--- src/rtl/pulse_mon_pkg.sv ---
// Shared types and defaults for the pulse period monitor and its helpers.
package pulse_mon_pkg;

  typedef enum logic [1:0] {
    IDLE    = 2'd0,
    HUNT    = 2'd1,
    MEASURE = 2'd2,
    LOCKED  = 2'd3
  } statetype;

  localparam int DEF_CNT_W    = 8;
  localparam int DEF_LOCK_CNT = 4;
  // Wide enough for the largest legal LOCK_CNT (15).
  localparam int MATCH_W      = 4;

endpackage

--- src/rtl/pulse_period_monitor_rise_detect.sv ---
// Rising-edge detector for a strobe already synchronous to clk.
module rise_detect (
  input  logic clk,
  input  logic reset_n,
  input  logic pulse_in,
  output logic rise
);

  logic pulse_q;

  // NOTE: sequential state uses non-blocking assignments so every flop
  // samples the values from before the edge, independent of block order.
  always_ff @(posedge clk or negedge reset_n) begin
    if (!reset_n) pulse_q <= 1'b0;
    else          pulse_q <= pulse_in;
  end

  assign rise = pulse_in & ~pulse_q;

endmodule

--- src/rtl/pulse_period_monitor.sv ---
// Measures the interval between strobe rising edges, compares it to an
// expected divide ratio and declares lock after LOCK_CNT consecutive matches.
module pulse_period_monitor
  import pulse_mon_pkg::*;
#(
  parameter int CNT_W    = DEF_CNT_W,
  parameter int LOCK_CNT = DEF_LOCK_CNT
) (
  input  logic             clk,
  input  logic             reset_n,
  input  logic             en,
  input  logic             pulse_in,
  input  logic [CNT_W-1:0] exp_period,
  output logic [CNT_W-1:0] period,
  output logic             period_valid,
  output logic             locked,
  output logic             err,
  output logic             overflow
);

  localparam logic [CNT_W-1:0]   CNT_MAX  = '1;
  localparam logic [CNT_W-1:0]   CNT_ONE  = CNT_W'(1);
  localparam logic [MATCH_W-1:0] LOCK_TGT = MATCH_W'(LOCK_CNT);

  statetype           state, state_next;
  logic [CNT_W-1:0]   cnt, cnt_next, period_next;
  logic [MATCH_W-1:0] match_cnt, match_next, match_inc;
  logic               valid_next, locked_next, err_next, ovf_next;
  logic               rise;

  rise_detect u_rise (
    .clk      (clk),
    .reset_n  (reset_n),
    .pulse_in (pulse_in),
    .rise     (rise)
  );

  // NOTE: every variable gets a default before the case so no path leaves
  // one unassigned, which would otherwise infer a latch.
  always_comb begin
    state_next  = state;
    cnt_next    = cnt;
    match_next  = match_cnt;
    period_next = period;
    valid_next  = 1'b0;
    locked_next = locked;
    err_next    = 1'b0;
    ovf_next    = 1'b0;
    match_inc   = match_cnt + MATCH_W'(1);

    if (!en) begin
      state_next  = IDLE;
      cnt_next    = '0;
      match_next  = '0;
      locked_next = 1'b0;
    end else begin
      case (state)
        IDLE: begin
          cnt_next    = '0;
          match_next  = '0;
          locked_next = 1'b0;
          state_next  = HUNT;
        end
        HUNT: begin
          // First edge only starts the count; there is no interval yet.
          if (rise) begin
            cnt_next   = CNT_ONE;
            state_next = MEASURE;
          end
        end
        MEASURE, LOCKED: begin
          if (rise) begin
            cnt_next    = CNT_ONE;
            period_next = cnt;
            valid_next  = 1'b1;
            if (cnt == exp_period) begin
              if (state == LOCKED) begin
                match_next = LOCK_TGT;
              end else begin
                match_next = match_inc;
                if (match_inc == LOCK_TGT) begin
                  state_next  = LOCKED;
                  locked_next = 1'b1;
                end
              end
            end else begin
              err_next    = 1'b1;
              match_next  = '0;
              locked_next = 1'b0;
              state_next  = MEASURE;
            end
          end else if (cnt == CNT_MAX) begin
            ovf_next    = 1'b1;
            locked_next = 1'b0;
            match_next  = '0;
            cnt_next    = '0;
            state_next  = HUNT;
          end else begin
            cnt_next = cnt + CNT_ONE;
          end
        end
        default: state_next = IDLE;
      endcase
    end
  end

  always_ff @(posedge clk or negedge reset_n) begin
    if (!reset_n) begin
      state        <= IDLE;
      cnt          <= '0;
      match_cnt    <= '0;
      period       <= '0;
      period_valid <= 1'b0;
      locked       <= 1'b0;
      err          <= 1'b0;
      overflow     <= 1'b0;
    end else begin
      state        <= state_next;
      cnt          <= cnt_next;
      match_cnt    <= match_next;
      period       <= period_next;
      period_valid <= valid_next;
      locked       <= locked_next;
      err          <= err_next;
      overflow     <= ovf_next;
    end
  end

endmodule
--- config.mk ---
export PLATFORM = sky130hd
export DESIGN_NAME = pulse_period_monitor
export DESIGN_NICKNAME = d
export VERILOG_FILES = /design/src/rtl/pulse_mon_pkg.sv /design/src/rtl/pulse_period_monitor_rise_detect.sv /design/src/rtl/pulse_period_monitor.sv
export SDC_FILE = /design/constraint.sdc
export NUM_CORES = 1
export LEC_CHECK = 0
export BUFFER_PORTS_ARGS = -buffer_cell sky130_fd_sc_hd__buf_4
export CAP_MARGIN = 20
export CORE_MARGIN = 2
export CORE_UTILIZATION = 59
export CTS_CLUSTER_DIAMETER = 120
export DETAILED_ROUTE_END_ITERATION = 7
export GPL_TIMING_DRIVEN = 0
export HOLD_SLACK_MARGIN = 0.06
export PLACE_DENSITY = 0.88
export SETUP_SLACK_MARGIN = 0.5
export SYNTH_ARGS = -nofsm -noshare
export SYNTH_HDL_FRONTEND = slang
export SYNTH_SLANG_ARGS = --single-unit
--- constraint.sdc ---
create_clock -name clk -period 4.2 [get_ports clk]
set_clock_uncertainty 0.05 [all_clocks]
set_input_delay 0 -clock clk [delete_from_list [all_inputs] [get_ports clk]]
set_output_delay 0 -clock clk [all_outputs]
set_load 0.03 [all_outputs]
* Word-level counts from Yosys, hierarchy flattened *
Index checks and enable logic that the tools add are counted.

storage, ports and cells
  word-level logic and storage cells = 67
  bits in registers = 27
  output and inout bits = 12
  input bits = 12

operators by class
  muxes and demuxes = 37
  bitwise logic cells = 2
  equality and inequality tests = 11
  reductions and logical operators = 6
  add/subtract/negate cells = 2

operators with widths
  cell                                                                      count
  8-bit 2-to-1 mux                                                          4
  8-bit one-hot mux with 3 select lines                                     1
  4-bit 2-to-1 mux                                                          5
  1-bit 2-to-1 mux                                                          17
  2-bit 2-to-1 mux                                                          7
  5-bit inequality test (second input constant)                             2
  8-bit by 1-bit adder with 8-bit output (second input constant)            1
  8-bit == test                                                             1
  8-bit == test (second input constant)                                     1
  4-bit one-hot mux with 2 select lines                                     1
  4-bit AND reduction                                                       2
  2-bit one-hot mux with 3 select lines                                     1
  4-bit by 1-bit adder with 4-bit output (second input constant)            1
  2-bit == test (second input constant)                                     2
  4-bit by 3-bit == test with 1-bit output (second input constant)          1
  4-bit inequality test (second input constant)                             1
  3-bit by 1-bit inequality test with 1-bit output (second input constant)  1
  3-bit inequality test (second input constant)                             1
  3-bit AND reduction                                                       1
  2-bit by 1-bit == test with 1-bit output (second input constant)          1
  2-bit zero test                                                           1
  1-bit one-hot mux with 2 select lines                                     1
  2-bit AND reduction                                                       1
  2-bit OR reduction                                                        1
  2 further kinds                                                           2

* Logic depth before layout (Yosys ltp) *
  depth after elaboration = 8
  mapped depth = 6
  depth with buffers taken out = 5

* By module *
From an unflattened synthesis, not the netlist that was laid out.

unflattened totals
  cells, all modules = 150
  area, all modules = 1453.9 µm²

by module, submodules not included
  module                cells each  times used  seq. area each (µm²)  area an instance (µm²)
  pulse_period_monitor  148         1           650.6                 1415.1
  rise_detect           2           1           25.0                  38.8

* Worst setup path after synthesis *
Ideal clock, no wire load.

  path type = flip-flop to flip-flop
  from = register cnt[0]
  to = register match_cnt[2]
  cell stages (with the launch flop) = 6
  required time = 4.010 ns
  buffers on the path = 0
  setup slack = 2.583 ns
  clock period less this slack = 1.617 ns
  arrival = 1.427 ns
  setup time = 0.140 ns
  path through = dfrtp_1 ha_1 and3_1 nand2_1 a32oi_1 o221ai_1

on the way
  cells in the longest elaborated chain, start to end = 5
  elaborated cells between the ends (all ways) = 8
  those cells by class = 3 x eq/ne; 4 x mux; 1 x reduce/logical

ends and longest elaborated chain
  what                                   line                         text
  from (decl)                            pulse_period_monitor.sv:26   logic [CNT_W-1:0] cnt, cnt_next, period_next;
  from (signal assigned)                 pulse_period_monitor.sv:119  cnt <= cnt_next;
  8-bit == test                          pulse_period_monitor.sv:76   if (cnt == exp_period) begin
  4-bit 2-to-1 mux                       pulse_period_monitor.sv:76
  4-bit 2-to-1 mux                       pulse_period_monitor.sv:72   if (rise) begin
  4-bit one-hot mux with 2 select lines  pulse_period_monitor.sv:57   case (state)
  4-bit 2-to-1 mux                       pulse_period_monitor.sv:51   if (!en) begin
  to (signal assigned)                   pulse_period_monitor.sv:120  match_cnt <= match_next;
  to (decl)                              pulse_period_monitor.sv:27   logic [MATCH_W-1:0] match_cnt, match_next, match_inc;

Parallel ways exist; a longest one is shown, timed or not.
A chain may end at the register's enable or synchronous reset.

* Worst setup path after layout *
Ends and elaborated chain as after synthesis.

==> flow_summary.json <==
{
  "status": "complete, no violations",
  "cts_buffers": 3,
  "fin_area_um2": 1700,
  "fin_nets": 194,
  "clk_pin_slew_worst_paths_ns": 0.14,
  "switching_share_pct": 26.5,
  "p_comb_share_pct": 16.4,
  "synth_nets": 163,
  "synth_top_cell_by_area": "dfrtp_1",
  "ys_seq_area_share_pct": 47.2,
  "yosysMostFrequentCell": "nand2_1",
  "yosysWarnings": 0,
  "grt_use_total_pct": 24.8,
  "rsz0062_at_grt": "false",
  "synthTopCellsByCount": "nand2_1, dfrtp_1, inv_1, xor2_1, nand3_1",
  "start_kind": "register",
  "viasPerCell": 5.84,
  "insertion_delay_ns": 0.32,
  "drt.antenna.violating_nets": 0,
  "worstPathMaxFanout": 7,
  "port_buffers": 23,
  "drc_errors": 0,
  "ctsResizeCount": 0,
  "start_util_pct": 63.5,
  "worstReg2RegEnd": "match_cnt[2]$_DFFE_PN0P_",
  "first_iter_violations": 34,
  "dieArea_um2": 2840,
  "cap_violations": 0,
  "htree_levels": 1,
  "clk_path_buf_depth": 2,
  "hold_viol": 0,
  "finalCritPeriodShare_pct": 46.3,
  "end_kind": "register",
  "netlist_area_um2": 1430,
  "crit_type": "reg -> reg",
  "core_um2": 2250,
  "dpl_cell_area_um2": 1640,
  "p_sw_w": 0.000121,
  "drive_gt1_share_pct": 20.1,
  "max_freq_ghz": 0.514,
  "rr_startpoint": "cnt[0]$_DFFE_PN0N_",
  "worst-r2r-setup-slack_ns": 2.25,
  "grt_max_degree": 28,
  "p_leak_nw": 0.796,
  "ff2ff_path_depth": 5,
  "fin_tns_setup_ns": 0,
  "synth_top_area_share_pct": 47.2,
  "p_per_area_nw_per_um2": 268,
  "num_antenna_cells": 0,
  "die_w_um": 53.3,
  "grt_pass1_wl_um": 5060,
  "worstPathArrival_ns": 2.10,
  "synth_ff_type": "dfrtp_1",
  "dr_total_vias": 1208,
  "tightest_slew_ns": 0.478,
  "hold_ws_ns": 0.0552,
  "syn_avg_cell_area_um2": 9.61,
  "dp_hpwl_um": 2290,
  "grt_pass1_vias": 1177,
  "wl_per_cell_um": 14.7,
  "irDropWorstVdd_mv": 0.201,
  "synth-seq-cells": 27,
  "postCtsSetupBuffers": 0,
  "grt_overflow": 0,
  "synth_area_leaders": "dfrtp_1, nand2_1, xor2_1, nor4_4, nand3_1",
  "ys_types": 40,
  "synthArstFlopShare_pct": 100,
  "antenna_found_initial": 0,
  "required_ns": 4.35,
  "synthCells": 149,
  "p_clk_share_pct": 24.2,
  "internal_power_w": 0.000334,
  "ios": 24,
  "placementRows": 17,
  "area_growth_pct": 18.4,
  "routed_wl_um": 3040,
  "cts_hold_buf": 3,
  "cts_tree": "yes",
  "hp-class": "in -> async",
  "gp_congestion": 0.874,
  "setup_viol": 0,
  "drv_slew": 0,
  "drtPass1Iterations": 4,
  "root_buffer": "clkbuf_4",
  "seqPwrFrac_pct": 59.4,
  "period_minus_slack_ns": 1.95,
  "synth-edff-count": 0,
  "die_y_um": 53.3,
  "clock_sinks": 27,
  "slew_headroom_pct": 68.1
}
through the flow:
step | util, % | setup slack [ns] | instances | total power (W)
after floorplan | - | 2.58 | 149 | 0.000319
after global placement | 72.7 | 2.32 | 200 | 0.000343
after detailed placement | 72.7 | 2.32 | 200 | 0.000346
after CTS | 75.2 | 2.29 | 207 | 0.000455
after global routing | 75.2 | 2.07 | 207 | 0.000474
final | 75.2 | 2.25 | 207 | 0.000454
worst max-delay path by stage:
stage,startpoint,to,depth (start not counted)
3_3_place_gp,cnt[0]$_DFFE_PN0N_,match_cnt[2]$_DFFE_PN0P_,5
4_1_cts,cnt[0]$_DFFE_PN0N_,match_cnt[2]$_DFFE_PN0P_,5
2_1_floorplan,cnt[0]$_DFFE_PN0N_,match_cnt[2]$_DFFE_PN0P_,5
5_1_grt,cnt[0]$_DFFE_PN0N_,match_cnt[2]$_DFFE_PN0P_,5
3_5_place_dp,cnt[0]$_DFFE_PN0N_,match_cnt[2]$_DFFE_PN0P_,5
6_report,cnt[0]$_DFFE_PN0N_,match_cnt[2]$_DFFE_PN0P_,5
critical path, stage by stage, from the launching register on:
cell and delay, ns:
dfrtp_1 0.50, ha_1 0.24, and3_1 0.21, nand2_1 0.17, a32oi_1 0.49, o221ai_1 0.16
kinds of logic (layout without fill, tap and decap cells):
kind of cell / Yosys count / count (layout) / share of synthesized area, %
simple gates: 61 / 61 / 23.2
compound gates: 30 / 30 / 14.6
flops: 27 / 27 / 47.2
buf+inv: 16 / 46 / 5.24
xor+xnor: 12 / 12 / 7.34
fa+ha+maj: 2 / 2 / 1.75
mux: 1 / 1 / 0.699
routing by layer:
layer | GRT usage [%] | wire length, um | up-vias
met5 | 0 | 0 | -
met4 | 7.26 | 55 | 0
met3 | 2.54 | 146 | 8
met2 | 42.8 | 1530 | 33
met1 | 32.7 | 1300 | 586
li1 | - | - | 581
layout make-up:
type / instances / area, um^2
buffer: 7 / 41.3
clock buffer: 4 / 26.3
fill: 162 / 559
inverter: 9 / 33.8
multi-input combinational: 106 / 681
sequential: 27 / 676
tap: 28 / 35.0
timing repair buffer: 26 / 203
flip-flops by register name, summed over array words and instances (netlist names):
signal / flops
err: 1
match_cnt: 4
overflow: 1
locked: 1
cnt: 8
state: 2
period_valid: 1
period: 8
u_rise.pulse_q: 1
power groups by stage:
| stage | Clock [W] | Combinational (W) | Sequential (W) |
|---|---|---|---|
| floorplan | 0 | 0.0000430 | 0.000276 |
| global placement | 0 | 0.0000684 | 0.000274 |
| detailed placement | 0 | 0.0000711 | 0.000275 |
| CTS | 0.000111 | 0.0000740 | 0.000270 |
| global route | 0.000123 | 0.0000804 | 0.000270 |
| finish | 0.000110 | 0.0000747 | 0.000270 |
cells in the final DEF, fill, tap and decap left out, types with 2 or more instances in the layout:
cell	Yosys	routed
nor2_1	6	6
clkbuf_1	2	3
a32oi_1	2	2
buf_4	1	24
xor2_1	9	9
o21ai_0	6	6
nand3_1	8	8
a21oi_1	6	6
o211ai_1	3	3
nand2_1	29	29
or4_1	2	2
nand3b_1	3	3
buf_2	2	2
xnor2_1	3	3
nand4_1	3	3
o22ai_1	2	2
dfrtp_1	27	27
clkbuf_4	0	3
a22oi_1	2	2
ha_1	2	2
nor4_4	2	2
o31ai_1	2	2
inv_1	9	9
dlygate4sd3_1	0	3
Note: power is estimated with default switching activity, not from simulation.
